## src/rtl/cmv300_pkg.sv

```systemverilog
// Shared types and constants for the CMV300 frame-capture path: FSM states,
// error codes and the sensor geometry.
package cmv300_pkg;

  typedef enum logic [2:0] {
    ST_IDLE    = 3'd0,
    ST_REQ     = 3'd1,
    ST_WAIT_FV = 3'd2,
    ST_FRAME   = 3'd3,
    ST_DONE    = 3'd4,
    ST_ERR     = 3'd5
  } state_e;

  typedef enum logic [1:0] {
    ERR_NONE    = 2'd0,
    ERR_TIMEOUT = 2'd1,
    ERR_LINES   = 2'd2,
    ERR_OVF     = 2'd3
  } err_code_e;

  localparam int unsigned CMV300_LINES  = 488;
  localparam int unsigned CMV300_PIXELS = 648;

endpackage

```

## src/rtl/cdc_sync_edge.sv

```systemverilog
// N-stage synchroniser for a single asynchronous level, with registered
// one-cycle rise/fall pulses derived from the synchronised value.
module cdc_sync_edge #(
  parameter int STAGES = 2
) (
  input  logic i_clk,
  input  logic i_rst,
  input  logic i_async,
  output logic o_rise,
  output logic o_fall
);

  logic [STAGES-1:0] sync_q, sync_d;
  logic              prev_q, prev_d;
  logic              rise_q, rise_d;
  logic              fall_q, fall_d;

  always_comb begin
    sync_d = {sync_q[STAGES-2:0], i_async};
    prev_d = sync_q[STAGES-1];
    rise_d = sync_q[STAGES-1] & ~prev_q;
    fall_d = ~sync_q[STAGES-1] & prev_q;
  end

  // NOTE: sequential state uses <= so every flop samples its pre-edge inputs.
  always_ff @(posedge i_clk or posedge i_rst) begin
    if (i_rst) begin
      sync_q <= '0;
      prev_q <= 1'b0;
      rise_q <= 1'b0;
      fall_q <= 1'b0;
    end else begin
      sync_q <= sync_d;
      prev_q <= prev_d;
      rise_q <= rise_d;
      fall_q <= fall_d;
    end
  end

  assign o_rise = rise_q;
  assign o_fall = fall_q;

endmodule

```

## src/rtl/cmv300_frame_seq.sv

```systemverilog
// CMV300 frame-capture sequencer: issues FRAME_REQ, tracks FVAL/LVAL, counts
// lines and reports clean completion, timeout, line mismatch or FIFO overflow.
module cmv300_frame_seq
  import cmv300_pkg::*;
#(
  parameter int REQ_CYCLES     = 4,
  parameter int TIMEOUT_CYCLES = 8000000,
  parameter int EXPECTED_LINES = CMV300_LINES,
  parameter int LINE_W         = 10,
  parameter int SYNC_STAGES    = 2
) (
  input  logic              i_clk,
  input  logic              i_rst,
  input  logic              i_start,
  input  logic              i_abort,
  input  logic              i_sensor_ready,
  input  logic              i_fval,
  input  logic              i_lval,
  input  logic              i_fifo_full,
  output logic              o_frame_req,
  output logic              o_fifo_rst,
  output logic              o_busy,
  output logic              o_done,
  output logic              o_err,
  output logic [1:0]        o_err_code,
  output logic [LINE_W-1:0] o_line_count
);

  localparam int REQ_W = $clog2(REQ_CYCLES + 1);
  localparam int TMO_W = $clog2(TIMEOUT_CYCLES + 1);

  state_e            state_q, state_d;
  logic [REQ_W-1:0]  req_cnt_q, req_cnt_d;
  logic [TMO_W-1:0]  tmo_q, tmo_d;
  logic [LINE_W-1:0] line_q, line_d;
  logic              err_q, err_d;
  err_code_e         code_q, code_d;

  logic fval_rise, fval_fall, lval_rise, lval_fall_unused;
  logic tmo_hit;

  cdc_sync_edge #(.STAGES(SYNC_STAGES)) u_fval_sync (
    .i_clk   (i_clk),
    .i_rst   (i_rst),
    .i_async (i_fval),
    .o_rise  (fval_rise),
    .o_fall  (fval_fall)
  );

  cdc_sync_edge #(.STAGES(SYNC_STAGES)) u_lval_sync (
    .i_clk   (i_clk),
    .i_rst   (i_rst),
    .i_async (i_lval),
    .o_rise  (lval_rise),
    .o_fall  (lval_fall_unused)
  );

  assign tmo_hit = (tmo_q == TMO_W'(TIMEOUT_CYCLES - 1));

  // NOTE: every signal gets its hold value first so no path infers a latch.
  always_comb begin
    state_d   = state_q;
    req_cnt_d = req_cnt_q;
    tmo_d     = tmo_q;
    line_d    = line_q;
    err_d     = err_q;
    code_d    = code_q;

    // Abort beats everything, including a start in the same IDLE cycle.
    if (i_abort) begin
      state_d = ST_IDLE;
    end else begin
      unique case (state_q)
        ST_IDLE: begin
          if (i_start && i_sensor_ready) begin
            state_d   = ST_REQ;
            req_cnt_d = '0;
            line_d    = '0;
            err_d     = 1'b0;
            code_d    = ERR_NONE;
          end
        end
        ST_REQ: begin
          tmo_d = '0;
          if (req_cnt_q == REQ_W'(REQ_CYCLES - 1)) state_d = ST_WAIT_FV;
          else req_cnt_d = req_cnt_q + 1'b1;
        end
        ST_WAIT_FV: begin
          tmo_d = tmo_q + 1'b1;
          if (tmo_hit) begin
            state_d = ST_ERR;
            err_d   = 1'b1;
            code_d  = ERR_TIMEOUT;
          end else if (fval_rise) begin
            state_d = ST_FRAME;
          end
        end
        ST_FRAME: begin
          tmo_d = tmo_q + 1'b1;
          // Count before the end-of-frame test so a coincident last line is seen.
          if (lval_rise && (line_q != '1)) line_d = line_q + 1'b1;
          if (i_fifo_full) begin
            state_d = ST_ERR;
            err_d   = 1'b1;
            code_d  = ERR_OVF;
          end else if (tmo_hit) begin
            state_d = ST_ERR;
            err_d   = 1'b1;
            code_d  = ERR_TIMEOUT;
          end else if (fval_fall) begin
            if (line_d == LINE_W'(EXPECTED_LINES)) begin
              state_d = ST_DONE;
            end else begin
              state_d = ST_ERR;
              err_d   = 1'b1;
              code_d  = ERR_LINES;
            end
          end
        end
        ST_DONE: state_d = ST_IDLE;
        ST_ERR:  state_d = ST_IDLE;
        default: state_d = ST_IDLE;
      endcase
    end
  end

  always_ff @(posedge i_clk or posedge i_rst) begin
    if (i_rst) begin
      state_q   <= ST_IDLE;
      req_cnt_q <= '0;
      tmo_q     <= '0;
      line_q    <= '0;
      err_q     <= 1'b0;
      code_q    <= ERR_NONE;
    end else begin
      state_q   <= state_d;
      req_cnt_q <= req_cnt_d;
      tmo_q     <= tmo_d;
      line_q    <= line_d;
      err_q     <= err_d;
      code_q    <= code_d;
    end
  end

  // Decoded straight from the state flop so reset clears them without a clock.
  assign o_frame_req  = (state_q == ST_REQ);
  assign o_fifo_rst   = (state_q == ST_IDLE) || (state_q == ST_ERR);
  assign o_busy       = (state_q == ST_REQ) || (state_q == ST_WAIT_FV) ||
                        (state_q == ST_FRAME);
  assign o_done       = (state_q == ST_DONE);
  assign o_err        = err_q;
  assign o_err_code   = code_q;
  assign o_line_count = line_q;

endmodule

```

## config.mk

```make
export PLATFORM = sky130hd
export DESIGN_NAME = cmv300_frame_seq
export DESIGN_NICKNAME = d
export VERILOG_FILES = /design/src/rtl/cmv300_pkg.sv /design/src/rtl/cdc_sync_edge.sv /design/src/rtl/cmv300_frame_seq.sv
export SDC_FILE = /design/constraint.sdc
export NUM_CORES = 1
export LEC_CHECK = 0
export ABC_AREA = 1
export BUFFER_PORTS_ARGS = -buffer_cell sky130_fd_sc_hd__buf_2
export CAP_MARGIN = 20
export CORE_ASPECT_RATIO = 0.9
export CORE_MARGIN = 10
export CORE_UTILIZATION = 28
export DETAILED_ROUTE_END_ITERATION = 8
export MAX_ROUTING_LAYER = met4
export PLACE_DENSITY_LB_ADDON = 0.15
export SYNTH_ARGS = -nofsm -noshare
export SYNTH_HDL_FRONTEND = slang
export SYNTH_HIERARCHICAL = 1
export SYNTH_SLANG_ARGS = --single-unit
export TNS_END_PERCENT = 30
```

## constraint.sdc

```tcl
create_clock -name i_clk -period 3.55 [get_ports i_clk]
set_input_delay 0.5325 -clock i_clk [delete_from_list [all_inputs] [get_ports i_clk]]
set_output_delay 0.5325 -clock i_clk [all_outputs]
set_load 0.005 [all_outputs]
```

# Word-level counts from Yosys, hierarchy flattened
# Cells that the tools add are included.
dict set report op_classes {
  addsub 3
  n_mux 33
  order_cmp 0
  n_div 0
  n_eq_ne 18
  mul 0
  reduce_logical 16
  n_shift 0
  bitwise_logic 7
}
# op count
set op_table {}
lappend op_table {{$pmux 23 s2} 1}
lappend op_table {{$mux 10} 4}
lappend op_table {{$mux 3} 10}
lappend op_table {{$add 23x1->23 const B} 1}
lappend op_table {{$eq 23x23->1 const B} 1}
lappend op_table {{$pmux 10 s2} 1}
lappend op_table {{$mux 2} 6}
lappend op_table {{$pmux 3 s4} 1}
lappend op_table {{$add 10x1->10 const B} 1}
lappend op_table {{$eq 10x9->1 const B} 1}
lappend op_table {{$ne 10x10->1 const B} 1}
lappend op_table {{$eq 3x2->1 const B} 3}
lappend op_table {{$ne 4x3->1 const B} 2}
lappend op_table {{$reduce_and 4->1} 2}
lappend op_table {{$mux 1} 7}
lappend op_table {{$eq 3x3->1 const B} 2}
lappend op_table {{$ne 2x2->1 const B} 3}
lappend op_table {{$pmux 2 s3} 1}
lappend op_table {{$pmux 3 s2} 1}
lappend op_table {{$reduce_and 6->1} 1}
lappend op_table {{$reduce_bool 2->1} 3}
lappend op_table {{$ne 5x4->1 const B} 1}
lappend op_table {{$ne 4x4->1 const B} 1}
lappend op_table {{$not 1->1} 4}
lappend op_table {{other kinds (13)} 18}
dict set report totals {
  regBits 51
  rom_bits 0
  ram_bits 0
  in_bits 8
  output_inout_bits 17
  latch_bits 0
  word_cells 90
  mem_count 0
}

# Depth between registers and ports, before layout
# Gate-level depths: netlist of the first run.
dict set report depth {
  ltp_word 12
  mapped_depth 15
  depth_no_buf 15
}

# By module
# The synthesis of the first run kept the hierarchy.
# module seq_area_each_um2 area_each_um2 instances cells_per_inst
set modules_own_cells {}
lappend modules_own_cells {cmv300_frame_seq 1051.0 2687.6 1 372}
lappend modules_own_cells {cdc_sync_edge 125.1 143.9 2 10}

# Least setup slack after synthesis of the first run
# No wires, ideal clock.
dict set report synth_timing {
  kind {reg2reg}
  startpoint {register line_q[1] (netlist: o_line_count[1])}
  endpoint {register err_q (netlist: o_err)}
  path_slack_ns 1.847
  required_time_ns 3.433
  synth_period_minus_slack_ns 1.703
  setup_time_ns 0.117
  path_stages_with_launch 15
  arrival_ns 1.586
  n_path_buf 0
  cell_sequence {dfrtp_1 ha_1 nand2_2 nor2_4 nand3_4 nand2_2 inv_2 nand2_2 nand2_2 clkinv_1 nand2_1 nor2_2 nand3_2 nand3_1 nand2_1}
}
dict set report synth_via {
  elab_chain_len 8
  word_cells_on_any_way 9
  cone_classes {add/sub: 1; eq/ne: 3; mux: 3; reduce/logical: 2}
}
# element line
set synth_lines {}
lappend synth_lines {{start, declared} cmv300_frame_seq.sv:35} ;# logic [LINE_W-1:0] line_q, line_d;
lappend synth_lines {{start signal, assigned} cmv300_frame_seq.sv:139} ;# line_q <= line_d;
lappend synth_lines {{parallel branches: the longest is 2 deep, another holds $add 10x1->10} n/a}
lappend synth_lines {{$mux 10 (*)} cmv300_frame_seq.sv:101} ;# if (lval_rise && (line_q != '1)) line_d = line_q + 1'b1;
lappend synth_lines {{$mux 10 (*)} cmv300_frame_seq.sv:73} ;# unique case (state_q)
lappend synth_lines {{$mux 10 (*)} cmv300_frame_seq.sv:70} ;# if (i_abort) begin
lappend synth_lines {{$eq 10x9->1 (*)} cmv300_frame_seq.sv:111} ;# if (line_d == LINE_W'(EXPECTED_LINES)) begin
lappend synth_lines {{$ne 4x4->1 (no source line) (*)} n/a}
lappend synth_lines {{$reduce_and 6->1 (no source line) (*)} n/a}
lappend synth_lines {{end signal, assigned} cmv300_frame_seq.sv:140} ;# err_q <= err_d;
lappend synth_lines {{end, declared} cmv300_frame_seq.sv:36} ;# logic err_q, err_d;
# Every way passes the cells marked *. The select of a mux whose other input is x is not followed.
# A chain may end at the register's enable or synchronous reset.

# Worst setup path after layout of the first run
dict set report layout_timing {
  startpoint {register line_q[1] (netlist: o_line_count[1])}
  endpoint {register code_q[1] (netlist: o_err_code[1])}
}
dict set report layout_via {
  elab_chain_len 8
  word_cells_on_any_way 9
  cone_classes {add/sub: 1; eq/ne: 3; mux: 3; reduce/logical: 2}
}
# element line
set layout_lines {}
lappend layout_lines {{parallel branches: the longest is 2 deep, another holds $add 10x1->10} n/a}
lappend layout_lines {{$mux 10 (*)} cmv300_frame_seq.sv:101}
lappend layout_lines {{$mux 10 (*)} cmv300_frame_seq.sv:73}
lappend layout_lines {{$mux 10 (*)} cmv300_frame_seq.sv:70}
lappend layout_lines {{$eq 10x9->1 (*)} cmv300_frame_seq.sv:111}
lappend layout_lines {{$ne 4x4->1 (no source line) (*)} n/a}
lappend layout_lines {{$reduce_and 6->1 (no source line) (*)} n/a}
lappend layout_lines {{end signal, assigned} cmv300_frame_seq.sv:141} ;# code_q <= code_d;
lappend layout_lines {{end, declared} cmv300_frame_seq.sv:37} ;# err_code_e code_q, code_d;
# Marks and branches as above.

==> metrics.csv, run 1 <==
stage,metric,value,unit
worst_setup_path,critPathBufInv,0,
clock_tree,ctsResizeCount,0,
final_layout,final_core_util,33.0,%
power,p_per_area,461,nW/um2
timing,fin_crit_sh,56.3,%
timing,slew_headroom,61.5,%
worst_setup_path,end_kind,register,
floorplan,core,10200,um2
final_layout,final_cells,549,
detailed_routing,wirelength,7.33,mm
worst_setup_path,worstSetupPathType,register to register,
synthesis,syn_area,2940,um2
placement,io_buffer_count,24,
final_layout,fin_nets,431,
detailed_routing,wl_met1,3.89,mm
power,finalPower,1.56,mW
clock_tree,cts.path.max_buffers,2,
detailed_routing,dr_wl_met3,264,um
worst_setup_path,critPathMaxFanout,6,
placement,placed_area,3230,um2
detailed_routing,routedWlPerCell,13.3,um
worst_setup_path,crit_arrival,2.18,ns
timing,tightest_slew,0.577,ns
timing,max_freq,501,MHz
detailed_routing,drt_iter0_markers,156,
run,cap_violations,0,
placement,pre_cts_ws,1.45,ns
timing,setup_viol,0,
clock_tree,worstSkewPairLatency,0.29,ns
worst_setup_path,crit_required,3.74,ns
timing,worst_clock_skew,0.00713,ns
floorplan,row_count,35,
detailed_routing,dr.pass1.iters,4,
detailed_routing,top_layer,met4,
placement,gp_congestion,0.814,
final_layout,layout_common_cells,"73 x nand2_1, 53 x inv_1, 51 x nor2_1, 51 x dfrtp_1, 36 x nand3_1",
detailed_routing,met2_length,3.02,mm
detailed_routing,vias,2560,
worst_setup_path,setup.worst_path.start_class,register,
synthesis,synth_fp_nets,401,
floorplan,floorplan.die.height,117,um
clock_tree,cts_made_buffers,5,
timing,worst_slack,1.55,ns
worst_setup_path,crit_path_max_incr_delay,0.46,ns
global_route,grt_start_max_net_pins,43,
worst_setup_path,cp_slowest_cell,dfrtp_1,
final_layout,drive_gt1_share,17.4,%
floorplan,pin_count,25,
global_route,grt_antenna_before_repair,0,
final_layout,stdcell_area,3380,um2
run_status,status,"complete, no violations",
floorplan,die-area,15000,um2
detailed_routing,antenna_left,0,
detailed_routing,drc,0,
clock_tree,cts_hold_buffers,0,
detailed_routing,via_per_inst,4.66,
synthesis,yosysWarnings,6,
placement,dp_hpwl,5.64,mm
worst_setup_path,crit_family,simple AND/OR/NAND/NOR gates,
global_route,grt_pass1_vias,2444,
worst_setup_path,cp_common_cell,nand2_1,
global_route,overflow,0,
synthesis,syn_inst,389,
floorplan,die_w,128,um
power,peakVddDrop,213,uV
final_layout,area_growth,14.8,%
clock_tree,clk_pin_slew,0.08,ns
timing,drv_slew,0,
timing,finalHoldViolations,0,
synthesis,synth_area_per_cell,7.57,um2
clock_tree,htreeDepth,2,
clock_tree,clock_sinks,51,
global_route,grt_pass1_wl,12.4,mm
timing,period_needed,2.00,ns
clock_tree,cts_root_buf,clkbuf_16,
timing,hold_ws,0.120,ns
worst_hold_path,hp-class,input port to async pin,
power,p_leak,1.57,nW
clock_tree,cts_tree,yes,
worst_setup_path,path_cells,"ha_1, nand3_1, nor2_2, nand2_1, nand2_1, nand2_1, nor2_1, nand2_1, nor2_2, nand3_2, nand3_1, nand2_1",
final_layout,mostFrequentLayoutCell,nand2_1,
timing,finalSetupTns,0,ns
placement,place_inst,541,
global_route,gr-usage-all-layers,10.5,%
timing,rsz0062_at_grt,false,
clock_tree,post-cts-setup-buffers,0,
final_layout,num_antenna_cells,0,
floorplan,start_util,28.7,%
## report_power, final
part / internal (mW) / switching [mW] / total, mW / leakage (nW)
clock: 0.268 / 0.231 / 0.499 / 0.0748
combinational: 0.121 / 0.267 / 0.389 / 0.810
sequential: 0.629 / 0.0398 / 0.668 / 0.690
total: 1.02 / 0.538 / 1.56 / 1.57
## sequential cells by signal, summed over array words and instances, names as in the netlist, 2 cells and up
signal / cells
tmo_q: 23
o_line_count: 10
req_cnt_q: 3
state_q: 3
o_err_code: 2
u_fval_sync/sync_q: 2
u_lval_sync/sync_q: 2
## final timing paths
check	startpoint	to	slack [ns]	depth (start not counted)
worst max-delay path	o_line_count[1]$_DFFE_PP0P_	o_err_code[1]$_DFFE_PP0P_	1.55	12
worst min-delay path	i_rst	u_lval_sync/sync_q[0]$_DFF_PP0_	0.12	2
worst max register to register	o_line_count[1]$_DFFE_PP0P_	o_err_code[1]$_DFFE_PP0P_	1.55	12
worst min register to register	u_lval_sync/sync_q[0]$_DFF_PP0_	u_lval_sync/sync_q[1]$_DFF_PP0_	0.35	0
max in group asynchronous	i_rst	tmo_q[15]$_DFFE_PP0P_	2.76	3
min in group i_clk	i_fval	u_fval_sync/sync_q[0]$_DFF_PP0_	0.34	1
## layer usage
metal  vias up  global-route usage, %
li1       1327                      -
met1      1184                   14.5
met2        40                   14.7
met3         9                   1.71
met4         0                   4.20
met5         -                      -
## final cells by class
class	instances	area, um2
inverter	64	240
fill	1131	6870
tap	129	161
multi-input combinational	271	1410
timing repair buffer	26	135
clock inverter	3	26.3
sequential	51	1280
clock buffer	5	125
## worst register-to-register path: stages, from the launching register on
cell and delay [ns]:
dfrtp_1 0.46, ha_1 0.27, nand3_1 0.11, nor2_2 0.21, nand2_1 0.08, nand2_1 0.06
nand2_1 0.08, nor2_1 0.11, nand2_1 0.09, nor2_2 0.14, nand3_2 0.13, nand3_1 0.10
nand2_1 0.05
Note: power is estimated with default switching activity, not from simulation.
==> run 2: changes to the inputs <==
--- a/config.mk
+++ b/config.mk
@@ -5,7 +5,7 @@
 export SDC_FILE = /design/constraint.sdc
 export NUM_CORES = 1
 export LEC_CHECK = 0
-export ABC_AREA = 1
+export ABC_AREA = 0
 export BUFFER_PORTS_ARGS = -buffer_cell sky130_fd_sc_hd__buf_2
 export CAP_MARGIN = 20
 export CORE_ASPECT_RATIO = 0.9
==> constraint.sdc (replaced) <==
create_clock -name i_clk -period 1.9 [get_ports i_clk]
set_input_delay 0.285 -clock i_clk [delete_from_list [all_inputs] [get_ports i_clk]]
set_output_delay 0.285 -clock i_clk [all_outputs]
set_load 0.005 [all_outputs]
==> run 2 against run 1 <==
- the run now ends with setup timing left
- count of clock-buffer cells in the layout unchanged
- final cell count shrank 6.0%
- sequential power up 69%
- clock power grew 81%
- worst setup slack worse by 1.6 ns
- fmax is 3.0% higher
- via count down 1.1%
- clock skew about the same
- sequential share of layout area is 4.7 points lower
- non-clock buffer count up 63
- die area fell by 2.4%
- synthesized cell count down 21%
- critical path type unchanged
==> metrics.csv, run 2 <==
stage,metric,value,unit,change
worst_setup_path,crit_arrival,2.11,ns,-0.07 ns
synthesis,syn_inst,306,,-21%
final_layout,nFillCells,983,,-13%
global_route,grt_pass1_vias,2485,,+1.7%
global_route,grt_start_max_net_pins,27,,-37%
final_layout,final_cells,516,,-6.0%
global_route,grt_pass1_wl,12.8,mm,+3.3%
timing,worst_slack,-0.0398,ns,-1.59 ns
timing,rsz0062_at_grt,true,,
detailed_routing,antenna_left,0,,unchanged
synthesis,syn_area,2860,um2,-2.9%
power,p_per_area,570,nW/um2,+24%
final_layout,num_antenna_cells,0,,unchanged
worst_setup_path,critPathMaxFanout,7,,+1
global_route,gr-usage-all-layers,10.9,%,+0.45 points
final_layout,mostFrequentLayoutCell,buf_4,,
placement,dp_hpwl,5.75,mm,+1.9%
detailed_routing,dr.pass1.iters,5,,+1
run,cap_violations,0,,unchanged
timing,slew_headroom,53.5,%,-8.0 points
power,p_leak,1.72,nW,+9.5%
floorplan,die_w,126,um,-1.2%
detailed_routing,via_per_inst,4.91,,+5.3%
detailed_routing,drc,0,,unchanged
power,peakVddDrop,341,uV,+61%
synthesis,yosysWarnings,6,,unchanged
detailed_routing,wirelength,7.79,mm,+6.3%
placement,gp_congestion,0.807,,-0.85%
worst_setup_path,setup.worst_path.start_class,register,,
final_layout,area_growth,35.9,%,
run_status,violations,setup timing,,
clock_tree,cts_made_buffers,5,,unchanged
synthesis,synth_fp_nets,318,,-21%
worst_hold_path,hp-class,input port to register,,
clock_tree,clk_pin_slew,0.07,ns,about the same
clock_tree,htreeDepth,2,,unchanged
placement,place_inst,496,,-8.3%
clock_tree,cts.path.max_buffers,2,,unchanged
final_layout,largest_reg_flops,23,,unchanged
detailed_routing,drt_iter0_markers,120,,-23%
worst_setup_path,end_kind,register,,
floorplan,floorplan.die.height,116,um,-1.2%
timing,worst_clock_skew,0.00683,ns,-0.000297 ns
floorplan,pin_count,25,,unchanged
final_layout,multi_input_area,1620,um2,+15%
timing,period_needed,1.94,ns,-0.0579 ns
detailed_routing,vias,2533,,-1.1%
final_layout,layout_common_cells,"59 x buf_4, 45 x dfrtp_1, 37 x nor2_1, 26 x nand2_1, 24 x buf_2",,
timing,max_freq,516,MHz,+3.0%
timing,drv_slew,0,,unchanged
worst_setup_path,crit_required,2.07,ns,-1.67 ns
placement,io_buffer_count,24,,unchanged
detailed_routing,routedWlPerCell,15.1,um,+13%
run_status,status,"complete, but fails checks",,
global_route,grt_antenna_before_repair,0,,unchanged
clock_tree,cts_tree,yes,,
timing,finalHoldViolations,0,,unchanged
final_layout,fin_nets,401,,-7.0%
timing,tightest_slew,0.694,ns,+0.116 ns
worst_setup_path,worstSetupPathType,register to register,,
floorplan,row_count,34,,-2.9%
final_layout,top_register,tmo_q,,
final_layout,seq_area,1280,um2,+0.59%
timing,fin_crit_sh,102,%,+46 points
global_route,overflow,0,,unchanged
final_layout,drive_gt1_share,35.6,%,+18 points
clock_tree,worstSkewPairLatency,0.29,ns,about the same
timing,finalSetupTns,-0.114,ns,-0.114 ns
clock_tree,clock_sinks,51,,unchanged
floorplan,start_util,29.1,%,+0.36 points
floorplan,die-area,14700,um2,-2.4%
clock_tree,cts_root_buf,clkbuf_16,,
floorplan,core,9830,um2,-4.1%
timing,setup_viol,4,,+4
synthesis,synth_area_per_cell,9.34,um2,+23%
## run 2: cell count changes in the layout (fill, tap and decap cells not counted), moves of 6 or more
| cell | previous run | this run |
|---|---|---|
| a21oi_1 | 14 | 6 |
| buf_4 | 2 | 59 |
| dfrtp_1 | 51 | 45 |
| dfrtp_2 | 0 | 6 |
| inv_1 | 53 | 9 |
| inv_2 | 9 | 0 |
| nand2_1 | 73 | 26 |
| nand2_2 | 8 | 1 |
| nand3_1 | 36 | 9 |
| nor2_1 | 51 | 37 |
| o22ai_1 | 7 | 1 |
| xnor2_1 | 0 | 8 |
## run 2: path summary, 6_finish.rpt
check                                             endpoint  slack, ns                       startpoint  cells after the start
max reg2reg                      o_err_code[1]$_DFFE_PP0P_      -0.04      o_line_count[0]$_DFFE_PP0P_                      8
min                        u_fval_sync/sync_q[0]$_DFF_PP0_        0.1                           i_fval                      1
max                              o_err_code[1]$_DFFE_PP0P_      -0.04      o_line_count[0]$_DFFE_PP0P_                      8
max in group asynchronous      o_line_count[2]$_DFFE_PP0P_       0.79                            i_rst                      4
min reg2reg                u_lval_sync/sync_q[1]$_DFF_PP0_       0.35  u_lval_sync/sync_q[0]$_DFF_PP0_                      0
min in group asynchronous  u_lval_sync/sync_q[0]$_DFF_PP0_       0.44                            i_rst                      3
## run 2: layout make-up
| class | instances | area share, % |
|---|---|---|
| clock inverter | 3 | 0.515 |
| sequential | 51 | 33.0 |
| multi-input combinational | 232 | 41.8 |
| tap | 126 | 4.06 |
| timing repair buffer | 89 | 16.4 |
| inverter | 10 | 0.966 |
| clock buffer | 5 | 3.22 |
## run 2: report_power, final
group,total [mW],switching (mW),leakage [nW],internal [mW]
Combinational,0.178,0.106,0.979,0.0718
Clock,0.903,0.417,0.0658,0.486
Sequential,1.13,0.0228,0.680,1.11
Total,2.22,0.546,1.72,1.67
## run 2: timing repair
item	CTS	global route
buffers inserted	0	11
hold buffers	1	0
endpoints found under the hold margin	9	0
gates resized for setup	5	26
setup endpoints to repair	3	15
pin swaps	2	15
## run 2: critical path: stages, from the launching register on
cell and delay, ns:
dfrtp_2 0.40, buf_6 0.14, nand3_4 0.06, o21a_1 0.19
nor4_2 0.30, nand4_1 0.22, buf_4 0.21, nor4_4 0.23
nor3_2 0.07
## run 2: per-layer routing
metal	up-vias	wire length, um	track usage [%]
met5	-	0	-
met4	0	76	2.73
met3	6	221	1.96
met2	34	3360	15.5
met1	1225	4130	15.5
li1	1268	-	-
## run 2: stage by stage
step	setup WS (ns)	hold slack, ns	util [%]	instance area, um2	power (mW)
after global routing	-0.182	0.0862	39.5	3880	2.31
final	-0.0398	0.0978	39.5	3880	2.22
after detailed placement	-0.0890	0.202	35.7	3510	1.33
after floorplan	0.00573	0.0511	-	2890	1.25
after CTS	0.00161	0.0917	37.4	3680	2.25
after global placement	-0.0389	0.195	35.7	3510	1.33
